<file path="config.mk">
export PLATFORM = sky130hd
export DESIGN_NAME = trigger_burst_gen
export DESIGN_NICKNAME = d
export VERILOG_FILES = /design/src/rtl/trigger_burst_gen.sv
export SDC_FILE = /design/constraint.sdc
export NUM_CORES = 1
export LEC_CHECK = 0
export CORE_AREA = 2 2 39 41
export CTS_BUF_LIST = sky130_fd_sc_hd__clkbuf_16
export DETAILED_ROUTE_END_ITERATION = 10
export DIE_AREA = 0 0 41 43
export PLACE_DENSITY = 0.74
export SLEW_MARGIN = 10
export SYNTH_ARGS = -nofsm -noshare
export SYNTH_HDL_FRONTEND = slang
export SYNTH_SLANG_ARGS = --single-unit
</file>
<file path="constraint.sdc">
create_clock -name clk -period 2.3 [get_ports clk]
set_input_delay 0.23 -clock clk [delete_from_list [all_inputs] [get_ports clk]]
set_output_delay 0.23 -clock clk [all_outputs]
set_load 0.1 [all_outputs]
</file>
<file path="src/rtl/trigger_burst_gen.sv">
// trigger_burst_gen: watches the countdown trigger level. Each rising edge
// launches a burst of PULSE_COUNT pulses, HIGH_CYCLES wide and separated by
// LOW_CYCLES gaps. The block then signals done until trigger falls, which
// re-arms it. Rising edges seen while a burst runs or while done is held
// are dropped, not queued.
module trigger_burst_gen #(
  parameter int PULSE_COUNT = 3,
  parameter int HIGH_CYCLES = 2,
  parameter int LOW_CYCLES  = 3
) (
  input  logic clk,
  input  logic rst,
  input  logic trigger,
  output logic pulse,
  output logic busy,
  output logic done
);

  localparam int MAX_PHASE = (HIGH_CYCLES > LOW_CYCLES) ? HIGH_CYCLES : LOW_CYCLES;
  localparam int CNT_W     = $clog2(MAX_PHASE + 1);
  localparam int NP_W      = $clog2(PULSE_COUNT + 1);

  localparam logic [CNT_W-1:0] HIGH_LAST  = CNT_W'(HIGH_CYCLES - 1);
  localparam logic [CNT_W-1:0] LOW_LAST   = CNT_W'(LOW_CYCLES - 1);
  localparam logic [NP_W-1:0]  PULSE_LAST = NP_W'(PULSE_COUNT - 1);

  typedef enum logic [1:0] {
    IDLE,
    HIGH,
    LOW,
    DONE
  } state_t;

  state_t            state, state_n;
  logic [CNT_W-1:0]  cnt, cnt_n;
  logic [NP_W-1:0]   npulse, npulse_n;
  logic              trig_q;
  logic              rise;

  assign rise = trigger & ~trig_q;

  // Next-state logic: the phase counter restarts on every state change, and
  // the pulse counter advances when a gap hands over to the next pulse.
  always_comb begin
    state_n  = state;
    cnt_n    = cnt;
    npulse_n = npulse;
    case (state)
      IDLE: begin
        if (rise) begin
          state_n  = HIGH;
          cnt_n    = '0;
          npulse_n = '0;
        end
      end
      HIGH: begin
        if (cnt == HIGH_LAST) begin
          cnt_n   = '0;
          state_n = (npulse == PULSE_LAST) ? DONE : LOW;
        end else begin
          cnt_n = cnt + CNT_W'(1);
        end
      end
      LOW: begin
        if (cnt == LOW_LAST) begin
          cnt_n    = '0;
          state_n  = HIGH;
          npulse_n = npulse + NP_W'(1);
        end else begin
          cnt_n = cnt + CNT_W'(1);
        end
      end
      DONE: begin
        if (!trigger) begin
          state_n = IDLE;
          cnt_n   = '0;
        end
      end
      default: begin
        state_n  = IDLE;
        cnt_n    = '0;
        npulse_n = '0;
      end
    endcase
  end

  // State, counters, edge-detect history and registered Moore outputs.
  always_ff @(posedge clk or posedge rst) begin
    if (rst) begin
      state  <= IDLE;
      cnt    <= '0;
      npulse <= '0;
      trig_q <= 1'b0;
      pulse  <= 1'b0;
      busy   <= 1'b0;
      done   <= 1'b0;
    end else begin
      state  <= state_n;
      cnt    <= cnt_n;
      npulse <= npulse_n;
      trig_q <= trigger;
      pulse  <= (state_n == HIGH);
      busy   <= (state_n == HIGH) || (state_n == LOW);
      done   <= (state_n == DONE);
    end
  end

endmodule
</file>
; ---- Word-level counts from Yosys, hierarchy flattened
; Index checks and enable logic that the tools add are counted.
[word_totals]
ff_bits = 10
latchBits = 0
ramBits = 0
mem_bits_ro = 0
in_bits = 3
wordCells = 41
n_memories = 0
[classes]
add_sub_neg = 2
n_mul = 0
n_div = 0
order_cmp = 0
n_eq_ne = 12
shifts = 0
muxes = 13
n_bitwise = 2
n_reduce_logical = 5
[ops]
columns = cell, n
row1 = 2-bit 2-to-1 mux, 9
row2 = 2-bit case mux with 4 select lines, 2
row3 = "2-bit equality test, second input constant", 6
row4 = "2-bit by 1-bit equality test with 1-bit output, second input constant", 3
row5 = "2-bit != test, second input constant", 3
row6 = "2-bit by 1-bit adder with 2-bit output, second input constant", 2
row7 = 2-bit case mux with 2 select lines, 1
row8 = 3-bit AND reduction, 1
row9 = 2-bit zero test, 1
row10 = 2-bit AND reduction, 1
row11 = 2-bit nonzero test, 1
row12 = 1-bit bitwise AND, 1
row13 = 1-bit logical OR, 1
row14 = 1-bit 2-to-1 mux, 1
row15 = 1-bit inverter, 1

; ---- Logic depth before layout (Yosys ltp)
[depth]
word_depth = 6
mapped_depth = 8

; ---- Worst setup path before layout
; Ideal clock, no wire load.
[synth_timing]
path_kind = reg2reg
from = register state[0]
to = register busy
t_arrival_ps = 1627
required_time_ps = 2237
path_slack_ps = 610
stages_incl_launch_ff = 9
path_buffers = 0
synth_period_minus_slack_ps = 1690
path_cell_list = dfrtp_1 -> inv_1 -> ha_1 -> inv_1 -> o22ai_1 -> o21ai_1 -> a2bb2oi_1 -> ha_1 -> inv_1
[synth_via]
elab_chain_cells = 4
word_cells_on_any_way = 12
classes_between = eq/ne: 5 / mux: 5 / reduce/logical: 2
[synth_lines]
columns = element, line_no
row1 = "start, declared", 34  ; state_t state, state_n;
row2 = "start signal, assigned", 98  ; state <= state_n;
row3 = 2-bit equality test (tied with other cells), 48  ; case (state)
row4 = 2-bit case mux with 4 select lines (*), 48
row5 = net state_n[0], 34
row6 = 2-bit by 1-bit equality test with 1-bit output / 2-bit equality test (equally long branches), 103  ; busy <= (state_n == HIGH) || (state_n == LOW);
row7 = 1-bit logical OR (*), 103
row8 = "end signal, assigned", 103
row9 = "end, declared", 15  ; output logic busy,
; The timed path passes the listed nets; every way through them passes the cells marked *.
; A chain may end at the register's enable or synchronous reset.

; ---- Worst setup path after layout
; Same ends and word-level chain as after synthesis.

==> results.toml <==
[run_status]
status = "complete, no violations"

[critical_path]
cp.required_ps = 2480
start_kind = "register"
cp.arrival_ps = 2200
cp.buffers_inverters = 3
end_kind = "register"
cpPeakStageDelay_ps = 390
cp_cell_sequence = "inv_1 > ha_1 > inv_1 > o22ai_1 > o21ai_1 > a2bb2oi_1 > ha_1 > inv_1"
crit_type = "register to register"
crit_path_frequent_cell = "inv_1"
crit_family = "compound AO/OA/AOI/OAI gates"
crit_fanout = 6
crit_slowest_cell = "dfrtp_1"

[pwr]
p_per_area_nw_per_um2 = 1600
finalPower_mw = 1.21
ir_worst_vdd_v = 0.000638
leakagePower_nw = 0.348

[yosys]
yosys.area.top_type = "dfrtp_1"
syn-num-nets = 75
synth_cell_types = 22
synth-seq-cells = 10
avgSynthCellArea_um2 = 9.58
yosysSeqAreaShare = 0.408
netlist_area_um2 = 613
yosysTopAreaCellShare = 0.408
yosys_warnings = 0
ys_top_cells_by_area = "dfrtp_1 41%, ha_1 16%, inv_1 6.1%"
postSynthCellCount = 64

[global_route]
overflow = 0
grt_pass1_vias = 466
grt_util_met3 = 0.0471
use_met2 = 0.272
grt_max_degree = 11
top_usage_layer = "met2"
use_met1 = 0.194
grt_antenna_before_repair = 0
track_usage = 0.178
grt_pass1_wl_um = 2030

[drt]
first_pass_iters = 4
drt_drc_violations_left = 0
wl_per_cell_um = 14.6
drt_iter0_drc = 7
via_count = 499
wl_um = 1300
ant_nets = 0
via_per_inst = 5.61

[cts]
root_buffer = "clkbuf_16"
tritoncts = "done"
cts_sinks = 10
postCtsSetupBuffers = 0
cts_resized = 0
path_clk_slew_ps = 40
clockBufferDepth = 2
clock_latency_ps = 240
cts_buffers = 3
postCtsHoldBufs = 0
cts_htree_levels = 1

[sta]
worst_slack_ps = 279
rsz0062_at_grt = "no"
fin_crit_sh = 0.879
post-route-min-period_ps = 2020
drv_slew = 0
finalSetupTns_ps = 0
finalHoldViolCount = 0
hold_slack_ps = 270
tightest_slew_ps = 380
setup_viol = 0
clock.fmax_mhz = 495
skew_ps = 0.737
relSlewSlack = 0.746

[finish]
final_cell_mix = "10 x inv_1, 10 x dfrtp_1, 8 x ha_1, 4 x a21oi_1, 4 x nand2_1"
final_area_um2 = 754
postLayoutCoreUtil = 0.545
fin_nets = 85
diodes = 0
post_layout_nonfiller_instances = 89
syn_to_final_growth_pct = 23.1
drive_above_1_share = 0.123

[floorplanning]
row_count = 14
core_um2 = 1380
start_util = 0.443
fp.dieH_um = 43
ios = 6
dieWidth_um = 41
die-area_um2 = 1760

[place]
placed_area_um2 = 676
dp_slack_ps = 342
dp.cells = 85
place.gp.congestion = 0.737
port_buffers = 5
dpl.hpwl_um = 858

[flow_run]
drv_cap = 0

[hold_path]
min_path_type = "input pin to async pin"
==> flip-flops by register name, indices dropped and copies added (netlist names) <==
name	count
state	2
busy	1
pulse	1
done	1
trig_q	1
cnt	2
npulse	2
==> report_power, final <==
part | switching, mW | internal, mW | total (mW) | leakage (nW)
Combinational | 0.430 | 0.193 | 0.623 | 0.179
Clock | 0.0825 | 0.228 | 0.311 | 0.0385
Sequential | 0.0382 | 0.235 | 0.273 | 0.130
Total | 0.550 | 0.656 | 1.21 | 0.348
==> worst reg2reg max path, delay by kind of cell (launching register included) <==
kind                     cells  cell delay [ps]
flip-flops                   1              390
adder cells (fa/ha/maj)      2              610
buffers and inverters        3              330
AO/OA/AOI/OAI                3              640
==> cell type report <==
type                            instances  area [um2]
Fill cell                             117         629
Tap cell                               16        20.0
Multi-Input combinational cell         44         325
Timing Repair Buffer                    5        42.5
Sequential cell                        10         250
Inverter                               10        37.5
Clock buffer                            3        75.1
Clock inverter                          1        3.75
==> layer usage <==
metal / wire [um] / part of all wire
met1: 548 / 0.42
met2: 655 / 0.51
met3: 46 / 0.035
met4: 46 / 0.035
met5: 0 / 0
==> cells by family (layout without fill, tap and decap cells) <==
group / Yosys count / in the layout / share of synthesized area
AOI/OAI and AO/OA: 20 / 20 / 0.208
and+or+nand+nor: 15 / 15 / 0.143
DFF: 10 / 10 / 0.408
buffers and inverters: 10 / 19 / 0.0612
adders and majority gates: 8 / 8 / 0.163
muxes: 1 / 1 / 0.0163
==> synth_stat cells (all sizes together) <==
master,count
dfrtp,10
inv,10
ha,8
o21ai,5
a21oi,4
nand2,4
nor2,3
nor2b,3
o22ai,3
a31oi,2
nand2b,2
nand3,2
a211oi,1
a22o,1
a2bb2oi,1
a31o,1
a32oi,1
mux2i,1
nor3b,1
o2111ai,1
==> final timing paths <==
kind                          end  startpoint  depth (start not counted)  slack (ps)
hold reg to reg            cnt[0]      cnt[0]                          2         600
setup / recovery             busy    state[0]                          8         280
max in group asynchronous  cnt[1]         rst                          2        1760
hold / removal               busy         rst                          2         270
min in group clk           trig_q     trigger                          1         560
setup reg to reg             busy    state[0]                          8         280
Power figures use the tool's default switching activity.
